$ cat src/rtl/cdf_scale_div_engine.sv
// cdf_scale_div_engine
//   Streams a block of packed CDF words from scratch memory, maps every lane to
//   (cdf - cdf_min) * MAX_LEVEL / (cdf_total - cdf_min) with a restoring divider
//   (all lanes in parallel, one quotient bit per cycle), and writes the result
//   words back to scratch memory.
//
// Ports
//   clk, reset               clock (rising edge), asynchronous active-high reset
//   enable                   start request, rising edge accepted only when idle
//   cdf_min, cdf_total       scaling bounds, latched at accept
//   src_base, dst_base       first source / destination word address, latched
//   num_words                words to process (0 legal), latched
//   rd_addr / rd_data        scratch read port, data valid RD_LAT cycles later
//   wt_addr / wt_data / wt_en scratch write port, one strobe per word
//   busy, done               job in progress (accept..done), end-of-job pulse
//
// state  | meaning
// S_IDLE | waiting for an enable rising edge
// S_RD   | rd_addr holds the current source word
// S_WAIT | covering memory read latency (RD_LAT cycles)
// S_PREP | per-lane clamp checks, numerator/denominator set-up
// S_DIV  | OUT_W restoring-division steps, MSB first
// S_WR   | wt_en high for the finished word
// S_DONE | done pulse, then back to idle
module cdf_scale_div_engine #(
  parameter int LANES     = 4,
  parameter int LANE_W    = 32,
  parameter int OUT_W     = 8,
  parameter int MAX_LEVEL = 255,
  parameter int ADDR_W    = 16,
  parameter int RD_LAT    = 0,
  parameter int ROUND     = 0
) (
  input  logic                    clk,
  input  logic                    reset,
  input  logic                    enable,
  input  logic [LANE_W-1:0]       cdf_min,
  input  logic [LANE_W-1:0]       cdf_total,
  input  logic [ADDR_W-1:0]       src_base,
  input  logic [ADDR_W-1:0]       dst_base,
  input  logic [ADDR_W-1:0]       num_words,
  output logic [ADDR_W-1:0]       rd_addr,
  input  logic [LANES*LANE_W-1:0] rd_data,
  output logic [ADDR_W-1:0]       wt_addr,
  output logic [LANES*LANE_W-1:0] wt_data,
  output logic                    wt_en,
  output logic                    busy,
  output logic                    done
);

  localparam int NW = LANE_W + OUT_W + 1;
  localparam int CW = (OUT_W > 1) ? $clog2(OUT_W) : 1;
  localparam int WW = (RD_LAT > 1) ? $clog2(RD_LAT) : 1;
  localparam logic [NW-1:0]    ML_N = NW'(MAX_LEVEL);
  localparam logic [OUT_W-1:0] ML_Q = OUT_W'(MAX_LEVEL);

  typedef enum logic [2:0] {
    S_IDLE, S_RD, S_WAIT, S_PREP, S_DIV, S_WR, S_DONE
  } state_t;

  state_t state_q, state_d;

  logic                    en_q;
  logic                    start;
  logic [LANE_W-1:0]       min_q, tot_q;
  logic [ADDR_W-1:0]       rd_addr_q, wt_addr_q, dst_q, words_q;
  logic [WW-1:0]           wait_q;
  logic [CW-1:0]           div_q;
  logic [LANES*LANE_W-1:0] data_q, wt_data_q;
  logic [NW-1:0]           rem_q [LANES];
  logic [NW-1:0]           dsh_q [LANES];
  logic [OUT_W-1:0]        quo_q [LANES];

  logic [LANE_W-1:0]       den_w;
  logic [NW-1:0]           prep_rem [LANES];
  logic [NW-1:0]           prep_dsh [LANES];
  logic [OUT_W-1:0]        q_nxt [LANES];
  logic [LANES-1:0]        ge;

  function automatic logic [OUT_W-1:0] sat_q(input logic [OUT_W-1:0] q);
    return (q > ML_Q) ? ML_Q : q;
  endfunction

  assign start = enable & ~en_q;
  assign den_w = tot_q - min_q;

  // Clamped lanes are turned into trivial divisions (0/1 or MAX_LEVEL/1) so the
  // divider never sees a zero denominator and needs no per-lane bypass.
  // The divisor register starts at den << (OUT_W-1) and halves every step.
  always_comb begin
    for (int l = 0; l < LANES; l++) begin
      prep_rem[l] = '0;
      prep_dsh[l] = NW'(1) << (OUT_W - 1);
      if (data_q[l*LANE_W +: LANE_W] <= min_q) begin
        prep_rem[l] = '0;
      end else if (data_q[l*LANE_W +: LANE_W] >= tot_q) begin
        prep_rem[l] = ML_N;
      end else begin
        prep_rem[l] = NW'(data_q[l*LANE_W +: LANE_W] - min_q) * ML_N
                    + ((ROUND != 0) ? NW'(den_w >> 1) : '0);
        prep_dsh[l] = NW'(den_w) << (OUT_W - 1);
      end
      ge[l]    = rem_q[l] >= dsh_q[l];
      q_nxt[l] = OUT_W'({quo_q[l], ge[l]});
    end
  end

  always_comb begin
    state_d = state_q;
    busy    = (state_q != S_IDLE);
    done    = (state_q == S_DONE);
    wt_en   = (state_q == S_WR);
    case (state_q)
      S_IDLE: if (start) state_d = (num_words == '0) ? S_DONE : S_RD;
      S_RD:   state_d = (RD_LAT == 0) ? S_PREP : S_WAIT;
      S_WAIT: if (wait_q == '0) state_d = S_PREP;
      S_PREP: state_d = S_DIV;
      S_DIV:  if (div_q == '0) state_d = S_WR;
      S_WR:   state_d = (words_q == ADDR_W'(1)) ? S_DONE : S_RD;
      S_DONE: state_d = S_IDLE;
      default: state_d = S_IDLE;
    endcase
  end

  always_ff @(posedge clk or posedge reset) begin
    if (reset) begin
      state_q <= S_IDLE;
    end else begin
      state_q <= state_d;
    end
  end

  always_ff @(posedge clk or posedge reset) begin
    if (reset) begin
      en_q      <= 1'b0;
      min_q     <= '0;
      tot_q     <= '0;
      rd_addr_q <= '0;
      wt_addr_q <= '0;
      dst_q     <= '0;
      words_q   <= '0;
      wait_q    <= '0;
      div_q     <= '0;
      data_q    <= '0;
      wt_data_q <= '0;
      for (int l = 0; l < LANES; l++) begin
        rem_q[l] <= '0;
        dsh_q[l] <= '0;
        quo_q[l] <= '0;
      end
    end else begin
      en_q <= enable;
      case (state_q)
        S_IDLE: begin
          if (start) begin
            min_q     <= cdf_min;
            tot_q     <= cdf_total;
            rd_addr_q <= src_base;
            dst_q     <= dst_base;
            words_q   <= num_words;
          end
        end
        S_RD: begin
          if (RD_LAT == 0) data_q <= rd_data;
          else             wait_q <= WW'(RD_LAT - 1);
        end
        S_WAIT: begin
          if (wait_q == '0) data_q <= rd_data;
          else              wait_q <= wait_q - WW'(1);
        end
        S_PREP: begin
          div_q <= CW'(OUT_W - 1);
          for (int l = 0; l < LANES; l++) begin
            rem_q[l] <= prep_rem[l];
            dsh_q[l] <= prep_dsh[l];
            quo_q[l] <= '0;
          end
        end
        S_DIV: begin
          for (int l = 0; l < LANES; l++) begin
            if (ge[l]) rem_q[l] <= rem_q[l] - dsh_q[l];
            dsh_q[l] <= dsh_q[l] >> 1;
            quo_q[l] <= q_nxt[l];
          end
          if (div_q == '0) begin
            wt_addr_q <= dst_q;
            for (int l = 0; l < LANES; l++) begin
              wt_data_q[l*LANE_W +: LANE_W] <= LANE_W'(sat_q(q_nxt[l]));
            end
          end else begin
            div_q <= div_q - CW'(1);
          end
        end
        S_WR: begin
          words_q   <= words_q - ADDR_W'(1);
          dst_q     <= dst_q + ADDR_W'(1);
          rd_addr_q <= rd_addr_q + ADDR_W'(1);
        end
        default: ;
      endcase
    end
  end

  assign rd_addr = rd_addr_q;
  assign wt_addr = wt_addr_q;
  assign wt_data = wt_data_q;

endmodule

$ cat config.mk
export PLATFORM = sky130hd
export DESIGN_NAME = cdf_scale_div_engine
export DESIGN_NICKNAME = d
export VERILOG_FILES = /design/src/rtl/cdf_scale_div_engine.sv
export SDC_FILE = /design/constraint.sdc
export NUM_CORES = 2
export LEC_CHECK = 0
export BUFFER_PORTS_ARGS = -buffer_cell sky130_fd_sc_hd__buf_2
export CAP_MARGIN = 15
export CORE_MARGIN = 2
export CORE_UTILIZATION = 45
export DETAILED_ROUTE_END_ITERATION = 16
export HOLD_SLACK_MARGIN = 0.02
export PLACE_DENSITY = 0.58
export SLEW_MARGIN = 10
export SYNTH_ARGS = -nofsm -noshare
export SYNTH_HDL_FRONTEND = slang
export SYNTH_SLANG_ARGS = --single-unit
$ cat constraint.sdc
create_clock -name clk -period 39 [get_ports clk]
set_clock_uncertainty 0.05 [all_clocks]
set_input_delay 7.8 -clock clk [delete_from_list [all_inputs] [get_ports clk]]
set_output_delay 7.8 -clock clk [all_outputs]
set_load 0.02 [all_outputs]
==> results.md <==
* RSZ-0062 raised after global routing: no
* Max Cap Viol at 0
* Vias at just over 60000
* Syn_area_per_cell at slightly below 9 um^2
* Main combinational cell family by area after synthesis: adder cells
* Drt pass-1 iters at 6
* Setup crit start kind: primary input
* Clk slew on worst S/H paths at roughly 0.060 ns
* Via density at ~5.6
* Fin. max-slew vios at 0
* GPL Wtd Cong at roughly 0.94
* Final period util at 0.291
* Critical path class: in2async
* Required time of the critical path at 39.65 ns
* Worst Hold Launch: div_q[0]$_DFFE_PP0P_
* GR Overflow Total at 0
* Fraction of layout cells with a size suffix above 1 at 0.0964
* Area leader, netlist: dfrtp_1
* Synth Flop Type: dfrtp_1
* Vias in the first global route at a little under 60000
* Most common cell after layout, fill and taps aside: inv_1
* Netlist cell types at 117
* I/O pin total at between 400 and 500
* Worst Path Arrival at approximately 12 ns
* R2r setup slk at just under 30 ns
* Count of cells resized by post-cts repair at 0
* Mapped cell area at about 73000 um^2
* Final Hold Fails at 0
* Worst skew pair latency at around 0.72 ns
* F_max at slightly below 0.09 GHz
* Compound-cell area share of the yosys netlist at 0.197
* Num CTS Buffers at 82
* Standard-cell rows at about 150
* Synth warn at 0
* Filler cells at 15400
* Max-Slew Margin vs Limit at 0.171
* Post-synth EDFFs at 0
* CP endpoint kind: async pin
* Synth Area in Simple Gates at 0.102
* Clock Sink Count at between 600 and 700
* Post-Route WL at between 200000 and 250000 um
* Async SR Flop Fraction at 1.00
* Cts hold-fix bufs at 0
* Post-synthesis sequential area ratio at 0.221
* Setup violations, final at 0
* Mux share of post-synthesis cell area at 0.0267
* Worst slew pin tran at between 1 and 1.5 ns
* Area Overhead vs Synth at 9.16%
* Hpwl dp at slightly below 200000 um
* Routed Antenna Nets at 0
* Iter 0 DRT Violations at about 5600
* Drt wl/cell at ~22 um
* Post-Synth XOR/XNOR Area at 0.0645
* Outcome: completed
* Cell count after synthesis at slightly above 8000
* Hold depth at 1
* Die W at around 410 um
* H-tree depth at 3
* Final nets at around 10000
* Synth top area share at 0.221
* Post-CTS setup buffer count at 0
* Gr usage total at 0.291
* Die Ht at between 400 and 500 um
* Drt drc at 0
* Reg-to-Reg End: rem_q[162]$_DFFE_PP0P_
* Most frequent cells in the layout: inv_1, ha_1, dfrtp_1, a21oi_1, fa_1
* First-pass GRT wire length at ~360000 um
* CTS tree: yes
* Initial antenna violation count at 48
* Hold WC Path Type: reg2reg
* Final TNS setup at 0 ns
* Final min period at between 10 and 15 ns
* Post-Synth Adder-Cell Area at 0.287
* Worst reg2reg path depth at 34
* Pin count of the biggest net entering global routing at 140
* Clock Tree Root: clkbuf_16
* Worst Hold Endpoint: div_q[0]$_DFFE_PP0P_
* R2r startpoint: min_q[1]$_DFFE_PP0P_
* Initial Util at 0.454
* DIE AREA at 165000 um^2
* FF+latch count, synth at 643
* Max clock buf depth at 3
* Core region area at between 150000 and 200000 um^2
* CP max FO at around 140
* I/O Buffers at 309
* Ranking of synthesized cells by area: dfrtp_1, fa_1, ha_1
## layer usage
layer	up-vias	GRT usage	share of wire
li1	28400	-	-
met1	29700	0.405	0.45
met2	2104	0.436	0.43
met3	389	0.0666	0.082
met4	40	0.114	0.045
met5	-	0	0.0011
## per-stage QoR
stage / cell area, um^2 / std cells / util / hold slack [ns] / worst slack (ns)
floorplan: 73300 / 8378 / - / 0.394 / 13.14
global placement: 76600 / 10600 / 0.477 / 0.411 / 26.89
detailed placement: 76600 / 10600 / 0.477 / 0.418 / 26.86
CTS: 79500 / 10800 / 0.494 / 0.426 / 27.60
global route: 79500 / 10800 / 0.495 / 0.458 / 27.11
finish: 79600 / 10800 / 0.495 / 0.422 / 27.65
## cells in the mapped netlist (all sizes together) (84+ instances only)
cell / count
a21o: 253
xnor2: 335
fa: 589
xor2: 177
mux2: 166
nand2b: 85
nor2: 464
inv: 1539
nand3: 111
a21oi: 613
clkbuf: 181
a221oi: 91
ha: 729
dfrtp: 643
buf: 140
nor3: 94
nand2: 490
o21ai: 468
nand4: 84
o21a: 88
a22oi: 128
## sequential cells by signal, indices dropped and copies added (netlist names), 3 cells and up
signal	count
div_q	3
wt_data	32
dst_q	16
rem_q	164
tot_q	32
q_nxt	28
words_q	16
rd_addr	16
state_q	3
min_q	32
wt_addr	16
data_q	128
dsh_q	156
## worst max-delay path by stage
stage / start / end / slack, ns / depth (start not counted)
after global placement: reset / data_q[115]$_DFFE_PP0P_ / 26.89 / 6
final: reset / data_q[122]$_DFFE_PP0P_ / 27.65 / 6
after detailed placement: reset / data_q[115]$_DFFE_PP0P_ / 26.86 / 6
after global routing: reset / data_q[123]$_DFFE_PP0P_ / 27.11 / 6
after floorplan: reset / data_q[0]$_DFFE_PP0P_ / 13.14 / 1
after CTS: reset / data_q[115]$_DFFE_PP0P_ / 27.60 / 6
## worst max-delay path, cell delays in order
cell	delay (ns)
buf_2	0.13
inv_8	0.47
buf_4	0.84
buf_12	0.58
buf_4	0.85
buf_4	0.79
## layout make-up
type,instances,area (um^2),area share
clock inverters,31,429,0.00539
clock buffers,120,2440,0.0306
well taps,2160,2700,0.0340
flip-flops and latches,643,16100,0.202
diodes,18,45.0,0.000566
multi-input cells,5875,49900,0.627
repair buffers,389,2170,0.0273
inverters,1539,5780,0.0727
## cells by family (layout without fill, tap and decap cells)
family | Yosys count | after routing
AO/OA/AOI/OAI | 2187 | 2187
XOR/XNOR | 512 | 512
adder cells (fa/ha/maj) | 1322 | 1322
buffers and inverters | 1860 | 2079
flip-flops | 643 | 643
multiplexers | 174 | 174
other | 1 | 114
AND/OR/NAND/NOR | 1584 | 1584
Power is left out: the tool's default activity adds up to more than one toggle a clock period on the data nets, which glitch-free logic cannot reach.
